[src/rtl/bsram_port_arbiter_if.sv]
// ============================================================================
//  Module : bsram_port_arbiter_if
//  Two-requester BSRAM access bus: request/response lanes plus memory side.
//  Rev    : 1.0
// ============================================================================
`default_nettype none

interface bsram_port_arbiter_if #(
  parameter int DATA_WIDTH = 32,
  parameter int ADDR_WIDTH = 12
);
  logic [1:0]                 reqValid;
  logic [1:0]                 reqWrite;
  logic [1:0][ADDR_WIDTH-1:0] reqAddr;
  logic [1:0][DATA_WIDTH-1:0] reqWdata;
  logic [1:0]                 reqReady;
  logic [1:0]                 rspValid;
  logic [1:0][DATA_WIDTH-1:0] rspRdata;

  logic                       memReadEn;
  logic [ADDR_WIDTH-1:0]      memReadAddr;
  logic [DATA_WIDTH-1:0]      memReadData;
  logic                       memWriteEn;
  logic [ADDR_WIDTH-1:0]      memWriteAddr;
  logic [DATA_WIDTH-1:0]      memWriteData;
  logic                       initBusy;

  modport slave (
    input  reqValid, reqWrite, reqAddr, reqWdata, memReadData,
    output reqReady, rspValid, rspRdata, memReadEn, memReadAddr,
           memWriteEn, memWriteAddr, memWriteData, initBusy
  );

  modport master (
    output reqValid, reqWrite, reqAddr, reqWdata, memReadData,
    input  reqReady, rspValid, rspRdata, memReadEn, memReadAddr,
           memWriteEn, memWriteAddr, memWriteData, initBusy
  );
endinterface

`default_nettype wire

[src/rtl/bsram_port_arbiter.sv]
// ============================================================================
//  Module : bsram_port_arbiter
//  Round-robin sharing of one 1R/1W BSRAM between two requesters, write-first.
//  Rev    : 1.0
// ============================================================================
`default_nettype none

module bsram_port_arbiter #(
  parameter int DATA_WIDTH     = 32,
  parameter int ADDR_WIDTH     = 12,
  parameter bit CLEAR_ON_RESET = 1'b1
) (
  input  wire logic        clk,
  input  wire logic        rst_n,
  bsram_port_arbiter_if.slave bus
);

  localparam int                DEPTH         = 1 << ADDR_WIDTH;
  localparam logic [ADDR_WIDTH:0] c_LAST_ADDR = (ADDR_WIDTH+1)'(DEPTH - 1);
  localparam logic [0:0]        c_CLEAR       = 1'b0;
  localparam logic [0:0]        c_RUN         = 1'b1;
  localparam logic [0:0]        c_RESET_STATE = CLEAR_ON_RESET ? c_CLEAR : c_RUN;

  logic [0:0]            r_state;
  logic [0:0]            w_nextState;
  logic [ADDR_WIDTH:0]   r_clrCount;
  logic                  r_rdPtr;
  logic                  r_wrPtr;
  logic [1:0]            w_rdCand;
  logic [1:0]            w_wrCand;
  logic [1:0]            w_rdGrant;
  logic [1:0]            w_wrGrant;
  logic                  w_collide;
  logic [1:0]            r_rspValid;
  logic                  r_collide;
  logic [DATA_WIDTH-1:0] r_colData;
  logic [DATA_WIDTH-1:0] r_rspHold [2];
  logic [DATA_WIDTH-1:0] w_rspData;

  assign w_rdCand = bus.reqValid & ~bus.reqWrite;
  assign w_wrCand = bus.reqValid &  bus.reqWrite;

  always_ff @(posedge clk or negedge rst_n) begin
    if (!rst_n) begin
      r_state <= c_RESET_STATE;
    end else begin
      r_state <= w_nextState;
    end
  end

  always_comb begin
    w_nextState = r_state;
    if (r_state == c_CLEAR && r_clrCount == c_LAST_ADDR) begin
      w_nextState = c_RUN;
    end
  end

  always_comb begin
    w_rdGrant        = 2'b00;
    w_wrGrant        = 2'b00;
    bus.memReadEn    = 1'b0;
    bus.memReadAddr  = '0;
    bus.memWriteEn   = 1'b0;
    bus.memWriteAddr = '0;
    bus.memWriteData = '0;
    case (r_state)
      c_CLEAR: begin
        // Gated so the sweep write drops the instant reset asserts.
        bus.memWriteEn   = rst_n;
        bus.memWriteAddr = r_clrCount[ADDR_WIDTH-1:0];
      end
      default: begin
        w_rdGrant = (&w_rdCand) ? (r_rdPtr ? 2'b10 : 2'b01) : w_rdCand;
        w_wrGrant = (&w_wrCand) ? (r_wrPtr ? 2'b10 : 2'b01) : w_wrCand;
        bus.memReadEn    = |w_rdGrant;
        bus.memReadAddr  = w_rdGrant[1] ? bus.reqAddr[1] : bus.reqAddr[0];
        bus.memWriteEn   = |w_wrGrant;
        bus.memWriteAddr = w_wrGrant[1] ? bus.reqAddr[1]  : bus.reqAddr[0];
        bus.memWriteData = w_wrGrant[1] ? bus.reqWdata[1] : bus.reqWdata[0];
      end
    endcase
  end

  assign w_collide    = bus.memReadEn && (r_state == c_RUN) && (|w_wrGrant) &&
                        (bus.memReadAddr == bus.memWriteAddr);
  assign bus.reqReady = w_rdGrant | w_wrGrant;
  assign bus.rspValid = r_rspValid;
  assign bus.initBusy = (r_state == c_CLEAR);

  always_ff @(posedge clk or negedge rst_n) begin
    if (!rst_n) begin
      r_clrCount <= '0;
      r_rdPtr    <= 1'b0;
      r_wrPtr    <= 1'b0;
      r_rspValid <= 2'b00;
      r_collide  <= 1'b0;
      r_colData  <= '0;
      r_rspHold  <= '{default: '0};
    end else begin
      if (r_state == c_CLEAR) begin
        r_clrCount <= r_clrCount + 1'b1;
      end
      // Priority moves to the requester that was not just served.
      if (|w_rdGrant) begin
        r_rdPtr <= w_rdGrant[0];
      end
      if (|w_wrGrant) begin
        r_wrPtr <= w_wrGrant[0];
      end
      r_rspValid <= w_rdGrant;
      r_collide  <= w_collide;
      if (w_collide) begin
        r_colData <= bus.memWriteData;
      end
      for (int n = 0; n < 2; n++) begin
        if (r_rspValid[n]) begin
          r_rspHold[n] <= w_rspData;
        end
      end
    end
  end

  // The BSRAM returns pre-write data on a same-cycle collision; substitute the write.
  assign w_rspData = r_collide ? r_colData : bus.memReadData;

  generate
    for (genvar g = 0; g < 2; g++) begin : g_rsp
      assign bus.rspRdata[g] = r_rspValid[g] ? w_rspData : r_rspHold[g];
    end
  endgenerate

endmodule

`default_nettype wire

[src/flat_wrapper.sv]
// flat-port wrapper written by rule: the top's interface ports become plain ports
module bsram_port_arbiter_flat 
#(
  parameter int DATA_WIDTH     = 32,
  parameter int ADDR_WIDTH     = 12,
  parameter bit CLEAR_ON_RESET = 1'b1
)
  (clk, rst_n, bus_reqValid, bus_reqWrite, bus_reqAddr, bus_reqWdata, bus_memReadData, bus_reqReady, bus_rspValid, bus_rspRdata, bus_memReadEn, bus_memReadAddr, bus_memWriteEn, bus_memWriteAddr, bus_memWriteData, bus_initBusy);
  bsram_port_arbiter_if #(.DATA_WIDTH(DATA_WIDTH), .ADDR_WIDTH(ADDR_WIDTH)) bus_i ();
  input  wire logic clk;
  input  wire logic rst_n;
  input wire logic [$bits(bus_i.reqValid)-1:0] bus_reqValid;
  input wire logic [$bits(bus_i.reqWrite)-1:0] bus_reqWrite;
  input wire logic [$bits(bus_i.reqAddr)-1:0] bus_reqAddr;
  input wire logic [$bits(bus_i.reqWdata)-1:0] bus_reqWdata;
  input wire logic [$bits(bus_i.memReadData)-1:0] bus_memReadData;
  output wire logic [$bits(bus_i.reqReady)-1:0] bus_reqReady;
  output wire logic [$bits(bus_i.rspValid)-1:0] bus_rspValid;
  output wire logic [$bits(bus_i.rspRdata)-1:0] bus_rspRdata;
  output wire logic [$bits(bus_i.memReadEn)-1:0] bus_memReadEn;
  output wire logic [$bits(bus_i.memReadAddr)-1:0] bus_memReadAddr;
  output wire logic [$bits(bus_i.memWriteEn)-1:0] bus_memWriteEn;
  output wire logic [$bits(bus_i.memWriteAddr)-1:0] bus_memWriteAddr;
  output wire logic [$bits(bus_i.memWriteData)-1:0] bus_memWriteData;
  output wire logic [$bits(bus_i.initBusy)-1:0] bus_initBusy;
  assign bus_i.reqValid = bus_reqValid;
  assign bus_i.reqWrite = bus_reqWrite;
  assign bus_i.reqAddr = bus_reqAddr;
  assign bus_i.reqWdata = bus_reqWdata;
  assign bus_i.memReadData = bus_memReadData;
  assign bus_reqReady = bus_i.reqReady;
  assign bus_rspValid = bus_i.rspValid;
  assign bus_rspRdata = bus_i.rspRdata;
  assign bus_memReadEn = bus_i.memReadEn;
  assign bus_memReadAddr = bus_i.memReadAddr;
  assign bus_memWriteEn = bus_i.memWriteEn;
  assign bus_memWriteAddr = bus_i.memWriteAddr;
  assign bus_memWriteData = bus_i.memWriteData;
  assign bus_initBusy = bus_i.initBusy;
  bsram_port_arbiter #(.DATA_WIDTH(DATA_WIDTH), .ADDR_WIDTH(ADDR_WIDTH), .CLEAR_ON_RESET(CLEAR_ON_RESET)) u_core (.clk(clk), .rst_n(rst_n), .bus(bus_i));
endmodule
[config.mk]
export PLATFORM = sky130hd
export DESIGN_NAME = bsram_port_arbiter_flat
export DESIGN_NICKNAME = d
export VERILOG_FILES = /design/src/rtl/bsram_port_arbiter_if.sv /design/src/rtl/bsram_port_arbiter.sv /design/src/flat_wrapper.sv
export SDC_FILE = /design/constraint.sdc
export NUM_CORES = 1
export LEC_CHECK = 0
export BUFFER_PORTS_ARGS = -buffer_cell sky130_fd_sc_hd__buf_2
export CAP_MARGIN = 10
export CORE_MARGIN = 2
export CORE_UTILIZATION = 48
export CTS_CLUSTER_SIZE = 28
export DETAILED_ROUTE_END_ITERATION = 6
export PLACE_DENSITY = 0.85
export SLEW_MARGIN = 10
export SYNTH_ARGS = -nofsm -noshare
export SYNTH_HDL_FRONTEND = slang
export SYNTH_SLANG_ARGS = --single-unit
[constraint.sdc]
create_clock -name clk -period 2.7 [get_ports clk]
set_input_delay 0.405 -clock clk [delete_from_list [all_inputs] [get_ports clk]]
set_output_delay 0.405 -clock clk [all_outputs]
set_load 0.1 [all_outputs]
==> results of run 1 <==
routing by layer:
layer  track usage (%)  up-vias
met5                 0        -
met4              15.6        0
met3              8.24       66
met2              56.2      333
met1              34.9     2794
li1                  -     2533
critical path, stage by stage, from the launching register on:
cell and delay, ns:
dfrtp_2 0.54, buf_12 0.27, mux2i_1 0.54, a21oi_4 0.11, buf_2 0.31
placed cells by master (no fill, tap or decap), types with 3 or more instances in the layout:
cell type,instances
buf_2,192
xor2_1,15
nor2b_1,3
buf_4,9
mux2i_1,43
nand4_1,3
clkbuf_8,3
xnor2_1,10
nor2_4,10
clkbuf_16,17
a21oi_1,5
clkinv_2,6
mux2_2,3
a21oi_2,49
nand3_1,4
dfrtp_1,111
mux2_4,30
a31oi_2,3
nand2_1,97
a31oi_1,3
buf_12,65
a21oi_4,44
nor2_1,82
a31oi_4,9
power groups by stage:
| stage | clock [W] | combinational, W | sequential [W] |
|---|---|---|---|
| after CTS | 0.00221 | 0.000348 | 0.00173 |
| after detailed placement | 0 | 0.000341 | 0.00176 |
| final | 0.00219 | 0.000347 | 0.00173 |
| after floorplan | 0 | 0.000165 | 0.00176 |
| after global placement | 0 | 0.000322 | 0.00176 |
| after global routing | 0.00230 | 0.000377 | 0.00172 |
final cells by class:
| cell class | count | area share [%] |
|---|---|---|
| multi-input combinational | 441 | 37.7 |
| clock inverter | 10 | 1.10 |
| timing repair buffer | 268 | 24.4 |
| inverter | 3 | 0.117 |
| clock buffer | 22 | 4.92 |
| tap | 147 | 1.91 |
| sequential | 115 | 29.9 |
synth_stat cells (all sizes together):
cell type,instances
or3b,1
clkbuf,30
nor3,2
a31oi,15
a21o,1
o41ai,1
xor2,15
o31ai,1
nand2,97
mux2i,44
mux2,33
ha,1
a22oi,1
a21oi,98
nand3,4
or2,1
nor4,2
and2,4
buf,14
and3,2
nor2,94
dfrtp,115
nand4,3
o21ai,1
o21a,1
o2bb2ai,1
and3b,1
xnor2,10
nor2b,3
a41o,1
a211oi,2
inv,3
nand3b,1
what timing repair did:
item	CTS	global route
hold buffers	1	0
resized for setup	1	3
setup endpoints to repair	1	3
hold endpoints to repair	23	0
worst max-delay path by stage:
| stage | startpoint | to | slack [ns] | depth (start not counted) |
|---|---|---|---|---|
| final | u_core.r_collide | bus_rspRdata[29] | 0.08 | 4 |
| after global placement | bus_reqWrite[0] | bus_memReadEn | 0.29 | 7 |
| after CTS | u_core.r_rdPtr | bus_memReadEn | 0.03 | 6 |
| after global routing | u_core.r_collide | bus_rspRdata[43] | 0.01 | 4 |
| after detailed placement | bus_reqValid[0] | bus_memReadEn | 0.19 | 7 |
| after floorplan | u_core.bus.rspValid[0] | bus_rspRdata[1] | -0.60 | 3 |
per-stage QoR:
stage | hold WS (ns) | utilization (%) | cell area [µm²]
floorplan | 0.109 | - | 6720
global placement | 0.323 | 75.9 | 9040
detailed placement | 0.328 | 75.9 | 9040
CTS | 0.359 | 80.9 | 9640
global route | 0.373 | 81.0 | 9650
finish | 0.370 | 81.0 | 9650
sequential cells by signal (all words and copies together) (netlist names):
register / cells
u_core.r_collide: 1
u_core.r_rdPtr: 1
u_core.r_wrPtr: 1
u_core.bus.rspValid: 2
u_core.r_rspHold: 64
u_core.r_colData: 32
u_core.r_clrCount: 13
u_core.r_state: 1
kinds of logic after synthesis:
| kind of cell | synth area share (%) |
|---|---|
| adder cells (fa/ha/maj) | 0.216 |
| buffers and inverters | 3.69 |
| AO/OA/AOI/OAI | 11.6 |
| flip-flops | 49.6 |
| AND/OR/NAND/NOR | 15.2 |
| multiplexers | 15.9 |
| XOR/XNOR | 3.77 |
==> results.sh, run 1 <==
export IMPL_rows=40
export IMPL_tightest_slew_ns=0.815
export IMPL_cts_made_buffers=17
export IMPL_postRouteAntennaNets=0
export IMPL_register_area_um2=2890
export IMPL_vias_per_cell=5.69
export IMPL_dp_hpwl_um=14300
export IMPL_final_hold_viol_count=0
export IMPL_core_area_um2=11900
export IMPL_grt_max_degree=93
export IMPL_max_vdd_ir_drop_mv=0.392
export IMPL_vias=5726
export IMPL_min_from="bus_memReadData[9]"
export IMPL_p_int_w=0.00327
export IMPL_cp_max_fo=25
export IMPL_met2_length_um=10100
export IMPL_required_ns=2.30
export IMPL_drv_cap=0
export IMPL_p_total_w=0.00426
export IMPL_maxSlewViolCount=0
export IMPL_first_iter_violations=544
export IMPL_clockBufferDepth=2
export IMPL_insertion_delay_ns=0.42
export IMPL_synth_top_area_share_pct=49.6
export IMPL_timing_rr_end="u_core.r_colData[0]"
export IMPL_grt_overflow=0
export IMPL_die_w_um=114
export IMPL_reg2reg_slack_ns=0.37
export IMPL_wl_met1_um=7400
export IMPL_startpoint_type="flip-flop"
export IMPL_port_buffers=252
export IMPL_r2r_cells=6
export IMPL_p_switching_w=0.000998
export IMPL_post_place_cells=973
export IMPL_highest_layer="met4"
export IMPL_outcome="finished, final reports clean"
export IMPL_ys_types=39
export IMPL_power_frac_clock_pct=51.4
export IMPL_ios=253
export IMPL_p_comb_share_pct=8.1
export IMPL_post_route_period_util_pct=96.9
export IMPL_drc=0
export IMPL_seqPwrFrac_pct=40.5
export IMPL_antenna_cells=0
export IMPL_die_area_um2=13000
export IMPL_synth_area_per_cell_um2=9.63
export IMPL_critPathKind="reg -> out"
export IMPL_hold_path_class="in -> reg"
export IMPL_syn_inst=603
export IMPL_htree_levels=4
export IMPL_cts_clk_slew_worst_paths_ns=0.05
export IMPL_cts_tree="built"
export IMPL_gp_congestion=0.845
export IMPL_grt_pass1_vias=6199
export IMPL_area_growth_synth_to_final_pct=66.2
export IMPL_layout_cells_non_filler=1006
export IMPL_multi_input_area_um2=3630
export IMPL_initial_core_util_pct=48.7
export IMPL_yosysWarnings=0
export IMPL_synth_area_leader_cell="dfrtp_1"
export IMPL_clock_sinks=115
export IMPL_skew_ns=0.00837
export IMPL_p_leak_nw=4.05
export IMPL_ys_ff_latch=115
export IMPL_rsz0062_at_grt="no"
export IMPL_fin_crit_ns=2.62
export IMPL_wl_um=19700
export IMPL_grt_first_pass_wirelength_um=31700
export IMPL_nets=973
export IMPL_dpl_worst_slack_ns=0.185
export IMPL_grt_usage_pct=31.6
export IMPL_die_h_um=114
export IMPL_antenna_found_initial=0
export IMPL_cts_root_buf="clkbuf_16"
export IMPL_syn_area_um2=5800
export IMPL_arrival_ns=2.21
export IMPL_p_per_area_nw_per_um2=442
export IMPL_power_switching_share_pct=23.4
export IMPL_ys_seq_area_share_pct=49.6
export IMPL_setup_viol=0
export IMPL_maxSlewHeadroom_pct=45.6
export IMPL_cts_setup_buffers=0
export IMPL_worst_slack_ns=0.0840
export IMPL_timing_rr_start="u_core.r_rdPtr"
export IMPL_hold_path_depth=3
export IMPL_drive_gt1_share_pct=53.6
export IMPL_critPathCaptureType="output port"
export IMPL_ys_top_cells_by_area="dfrtp_1, a21oi_1, mux2_4, mux2i_1, nand2_1"
export IMPL_drt_pass1_iter_count=5
export IMPL_synth_nets=730
export IMPL_wl_met3_um=1510
export IMPL_fmaxAchievable_ghz=0.382
export IMPL_wl_per_cell_um=19.6
export IMPL_hold_end="u_core.r_rspHold[41]"
export IMPL_tns_ns=0
export IMPL_n_fill_cell=660
Note: power is estimated with default switching activity, not from simulation.
==> run 2: changes to the inputs <==
CAP_MARGIN = 20   (was 10)
CORE_MARGIN = not set   (was 2)
PLACE_DENSITY = not set   (was 0.85)
PLACE_DENSITY_LB_ADDON = 0.05   (was not set)
==> results.sh, run 2 (synthesis results as in run 1) <==
export IMPL_regMostFlops="u_core.r_rspHold"
export IMPL_largest_register_ffs=64
export IMPL_antenna_found_initial=0
export IMPL_clockBufferDepth=2
export IMPL_wl_met3_um=1350
export IMPL_cts_setup_buffers=0
export IMPL_utilization_pct=83.6
export IMPL_cpMaxStageDelayCell="dfrtp_4"
export IMPL_wl_um=19200
export IMPL_die_area_um2=12500
export IMPL_wl_met1_um=7810
export IMPL_tightest_slew_ns=0.752
export IMPL_cp_max_fo=21
export IMPL_drv_cap=0
export IMPL_nets=978
export IMPL_cts_root_buf="clkbuf_16"
export IMPL_grt_pass1_vias=5839
export IMPL_maxSlewHeadroom_pct=49.9
export IMPL_skew_ns=0.0109
export IMPL_cts_hold_buf=0
export IMPL_die_h_um=112
export IMPL_htree_levels=4
export IMPL_max_stage_delay_ns=0.68
export IMPL_path_delay_family="buffers and inverters"
export IMPL_grt_overflow=0
export IMPL_critPathKind="reg -> out"
export IMPL_max_vdd_ir_drop_mv=0.381
export IMPL_post_place_cells=975
export IMPL_maxSlewViolCount=0
export IMPL_whs_ns=0.182
export IMPL_cts_tree="built"
export IMPL_cts_clk_slew_worst_paths_ns=0.06
export IMPL_wl_per_cell_um=19.0
export IMPL_fin_crit_ns=2.59
export IMPL_first_iter_violations=332
export IMPL_gp_congestion=0.841
export IMPL_cp_num_buf_inv=2
export IMPL_mostFrequentLayoutCell="buf_2"
export IMPL_grt_usage_pct=31.9
export IMPL_rows=39
export IMPL_vias_per_cell=5.47
export IMPL_highest_layer="met4"
export IMPL_clock_sinks=115
export IMPL_insertion_delay_ns=0.41
export IMPL_p_per_area_nw_per_um2=469
export IMPL_initial_core_util_pct=50.0
export IMPL_drc=16
export IMPL_reg_top3="u_core.r_rspHold: 64 flops, u_core.r_colData: 32 flops, u_core.r_clrCount: 13 flops"
export IMPL_setup_viol=0
export IMPL_grt_max_degree=62
export IMPL_postRouteAntennaNets=0
export IMPL_crit_chain="buf_4 > nor2_1 > a21oi_4 > buf_2"
export IMPL_met2_length_um=9690
export IMPL_die_w_um=112
export IMPL_cts_made_buffers=17
export IMPL_post_route_period_util_pct=96.0
export IMPL_port_buffers=252
export IMPL_drt_pass1_iter_count=7
export IMPL_antenna_cells=0
export IMPL_rsz0062_at_grt="no"
export IMPL_grt_first_pass_wirelength_um=30900
export IMPL_startpoint_type="flip-flop"
export IMPL_final_hold_viol_count=0
export IMPL_core_area_um2=11600
export IMPL_fmaxAchievable_ghz=0.386
export IMPL_hold_path_class="in -> async"
export IMPL_dp_hpwl_um=14000
export IMPL_vias=5503
export IMPL_layout_cells_non_filler=1006
export IMPL_violations="design-rule violations"
export IMPL_ios=253
export IMPL_outcome="finished with violations"
export IMPL_arrival_ns=2.19
export IMPL_final_cell_mix="buf_2, dfrtp_1, nand2_1, nor2_1, buf_12"
export IMPL_p_total_w=0.00455
export IMPL_p_leak_nw=4.08
export IMPL_critPathCaptureType="output port"
export IMPL_drive_gt1_share_pct=53.9
export IMPL_area_growth_synth_to_final_pct=67.4
export IMPL_required_ns=2.30
[run 2: cell types whose count changed in the layout (fill, tap and decap cells not counted), moves of 2 or more]
cell	change
clkinv_2	-5
buf_12	-3
clkinvlp_4	+2
bufinv_16	+3
buf_4	+9
[run 2: metal layers]
metal | global-route usage [%] | vias up
met4 | 9.60 | 0
met3 | 9.31 | 27
met1 | 39.0 | 2709
met5 | 0 | -
li1 | - | 2534
met2 | 54.7 | 233
[run 2: area by class of cell]
class                      count  area, µm²
multi-input combinational    441       3630
clock buffer                  23        488
sequential                   115       2890
inverter                       3       12.5
clock inverter                 8        173
timing repair buffer         273       2340
fill                         676       1900
tap                          143        179
[run 2: repair_timing]
action | CTS | global route
gates resized for setup | 2 | 1
endpoints found under the hold margin | 0 | 0
gates cloned | 0 | 0
endpoints found under the setup margin | 1 | 6
[run 2: through the flow]
step | area (µm²) | setup slack [ns] | setup TNS (ns)
2_1_floorplan | 6720 | -0.601 | -8.69
3_3_place_gp | 9050 | 0.284 | 0
3_5_place_dp | 9050 | 0.224 | 0
4_1_cts | 9710 | 0.0694 | 0
5_1_grt | 9710 | 0.0307 | 0
6_report | 9710 | 0.108 | 0
[run 2: path summary, 6_finish.rpt]
kind,slack [ns],cells past startpoint,endpoint,from
hold / removal,0.18,2,u_core.r_colData[1],rst_n
max in group asynchronous,1.96,2,u_core.r_state,rst_n
setup reg to reg,0.37,6,u_core.r_colData[0],u_core.r_rdPtr
min in group clk,0.38,3,u_core.r_rspHold[33],bus_memReadData[1]
hold reg to reg,0.48,1,u_core.r_clrCount[12],u_core.r_clrCount[12]
setup / recovery,0.11,4,bus_rspRdata[16],u_core.bus.rspValid[0]
[run 2: power breakdown]
group / internal [W] / switching (W)
registers: 0.00173 / 0
clock network: 0.00173 / 0.000758
logic: 0.000122 / 0.000218
total: 0.00358 / 0.000976
==> run 3: changes to the inputs <==
PLACE_DENSITY = 0.93   (was not set)
PLACE_DENSITY_LB_ADDON = not set   (was 0.05)
==> results.sh, run 3 (synthesis results as in run 1) <==
export IMPL_outcome="finished with violations"
export IMPL_violations="design-rule violations"
export IMPL_postRouteAntennaNets=0
export IMPL_htree_levels=4
export IMPL_p_switching_w=0.00104
export IMPL_setup_viol=0
export IMPL_fmaxAchievable_ghz=0.379
export IMPL_die_h_um=112
export IMPL_seqPwrFrac_pct=40.6
export IMPL_gp_congestion=0.857
export IMPL_maxSlewViolCount=0
export IMPL_final_hold_viol_count=0
export IMPL_rows=39
export IMPL_hold_path_class="in -> async"
export IMPL_p_comb_share_pct=8.1
export IMPL_design_area_um2=9630
export IMPL_clockBufferDepth=2
export IMPL_regMostFlops="u_core.r_rspHold"
export IMPL_grt_usage_pct=32.8
export IMPL_final_cell_mix="buf_2, dfrtp_1, nand2_1, nor2_1, buf_12"
export IMPL_power_frac_clock_pct=51.2
export IMPL_antenna_found_initial=0
export IMPL_grt_overflow=0
export IMPL_p_leak_nw=4.04
export IMPL_placed_area_um2=9040
export IMPL_first_iter_violations=295
export IMPL_p_total_w=0.00424
export IMPL_vias=5638
export IMPL_startpoint_type="flip-flop"
export IMPL_drive_gt1_share_pct=53.9
export IMPL_rsz0062_at_grt="no"
export IMPL_grt_pass1_vias=5818
export IMPL_initial_core_util_pct=50.0
export IMPL_fin_crit_ns=2.64
export IMPL_post_place_cells=973
export IMPL_post_route_period_util_pct=97.7
export IMPL_die_area_um2=12500
export IMPL_drc=19
export IMPL_skew_ns=0.0111
export IMPL_nets=976
export IMPL_worst_slack_ns=0.0618
export IMPL_required_ns=2.30
export IMPL_critPathKind="reg -> out"
export IMPL_cp_max_fo=32
export IMPL_clock_sinks=115
export IMPL_max_vdd_ir_drop_mv=0.386
export IMPL_p_per_area_nw_per_um2=441
export IMPL_wl_per_cell_um=19.7
export IMPL_reg_top3="u_core.r_rspHold: 64 flops, u_core.r_colData: 32 flops, u_core.r_clrCount: 13 flops"
export IMPL_tightest_slew_ns=0.910
export IMPL_multi_input_area_um2=3630
export IMPL_mostFrequentLayoutCell="buf_2"
export IMPL_n_fill_cell=583
export IMPL_cts_root_buf="clkbuf_16"
export IMPL_dpl_worst_slack_ns=0.253
export IMPL_drv_cap=0
export IMPL_maxSlewHeadroom_pct=39.3
export IMPL_area_growth_synth_to_final_pct=66.0
export IMPL_wl_um=19800
export IMPL_arrival_ns=2.23
export IMPL_cts_hold_buf=0
export IMPL_critPathCaptureType="output port"
export IMPL_vias_per_cell=5.61
export IMPL_insertion_delay_ns=0.41
export IMPL_power_switching_share_pct=24.5
export IMPL_port_buffers=252
export IMPL_grt_max_degree=72
export IMPL_die_w_um=112
export IMPL_antenna_cells=0
export IMPL_cts_setup_buffers=0
export IMPL_core_area_um2=11600
export IMPL_cts_made_buffers=17
export IMPL_largest_register_ffs=64
export IMPL_layout_cells_non_filler=1005
export IMPL_register_area_um2=2890
export IMPL_cts_clk_slew_worst_paths_ns=0.06
export IMPL_cts_tree="built"
export IMPL_dp_hpwl_um=14500
export IMPL_drt_pass1_iter_count=7
export IMPL_utilization_pct=83.0
export IMPL_grt_first_pass_wirelength_um=31200
export IMPL_p_int_w=0.00321
export IMPL_ios=253
## run 3: cell types whose count changed in the layout (fill, tap and decap cells not counted), sizes merged
cell,delta
clkinv,+5
buf,-2
clkinvlp,+2
clkbuf,-6
bufinv,-3
inv,+3
## run 3: timing repair
item | in CTS | in global routing
endpoints found under the hold margin | 0 | 0
setup endpoints to repair | 1 | 1
gates resized for setup | 1 | 1
## run 3: worst max-delay path, cell delays in order, from the launching register on
cell     delay (ns)
dfrtp_4        0.75
buf_4          0.33
nor2_1         0.13
a21oi_4        0.15
buf_2          0.45
## run 3: power groups by stage
stage / clock, W / sequential (W) / combinational, W
after global routing: 0.00230 / 0.00172 / 0.000374
after detailed placement: 0 / 0.00175 / 0.000340
after CTS: 0.00221 / 0.00172 / 0.000345
final: 0.00218 / 0.00172 / 0.000345
after floorplan: 0 / 0.00176 / 0.000165
after global placement: 0 / 0.00175 / 0.000326
## run 3: area by class of cell
type,count,area share [%]
well taps,143,1.86
flip-flops and latches,115,30.0
multi-input cells,441,37.7
clock inverters,15,1.66
repair buffers,271,24.3
inverters,3,0.117
clock buffers,17,4.42
## run 3: worst paths after layout
check	start	end	slack, ns	depth (start not counted)
worst max-delay path	u_core.bus.rspValid[0]	bus_rspRdata[28]	0.06	4
worst min-delay path	rst_n	u_core.r_rdPtr	0.14	2
worst max register to register	u_core.r_rdPtr	u_core.r_colData[0]	0.38	6
worst min register to register	u_core.r_clrCount[12]	u_core.r_clrCount[12]	0.48	1
max in group asynchronous	rst_n	u_core.r_rspHold[39]	1.83	2
min in group clk	bus_reqWrite[0]	u_core.bus.rspValid[0]	0.35	2
## run 3: layer usage
| layer | wire (µm) | vias to the layer above | GRT usage [%] | part of all wire, % |
|---|---|---|---|---|
| li1 | - | 2536 | - | - |
| met1 | 7340 | 2767 | 36.7 | 37 |
| met2 | 10400 | 290 | 59.3 | 53 |
| met3 | 1420 | 45 | 8.76 | 7.2 |
| met4 | 628 | 0 | 13.1 | 3.2 |
| met5 | 0 | - | 0 | 0 |
## run 3: per-stage QoR
step | hold slack, ns | TNS [ns]
after floorplan | 0.109 | -8.69
after global placement | 0.457 | 0
after detailed placement | 0.464 | 0
after CTS | 0.151 | 0
after global routing | 0.178 | 0
final | 0.145 | 0
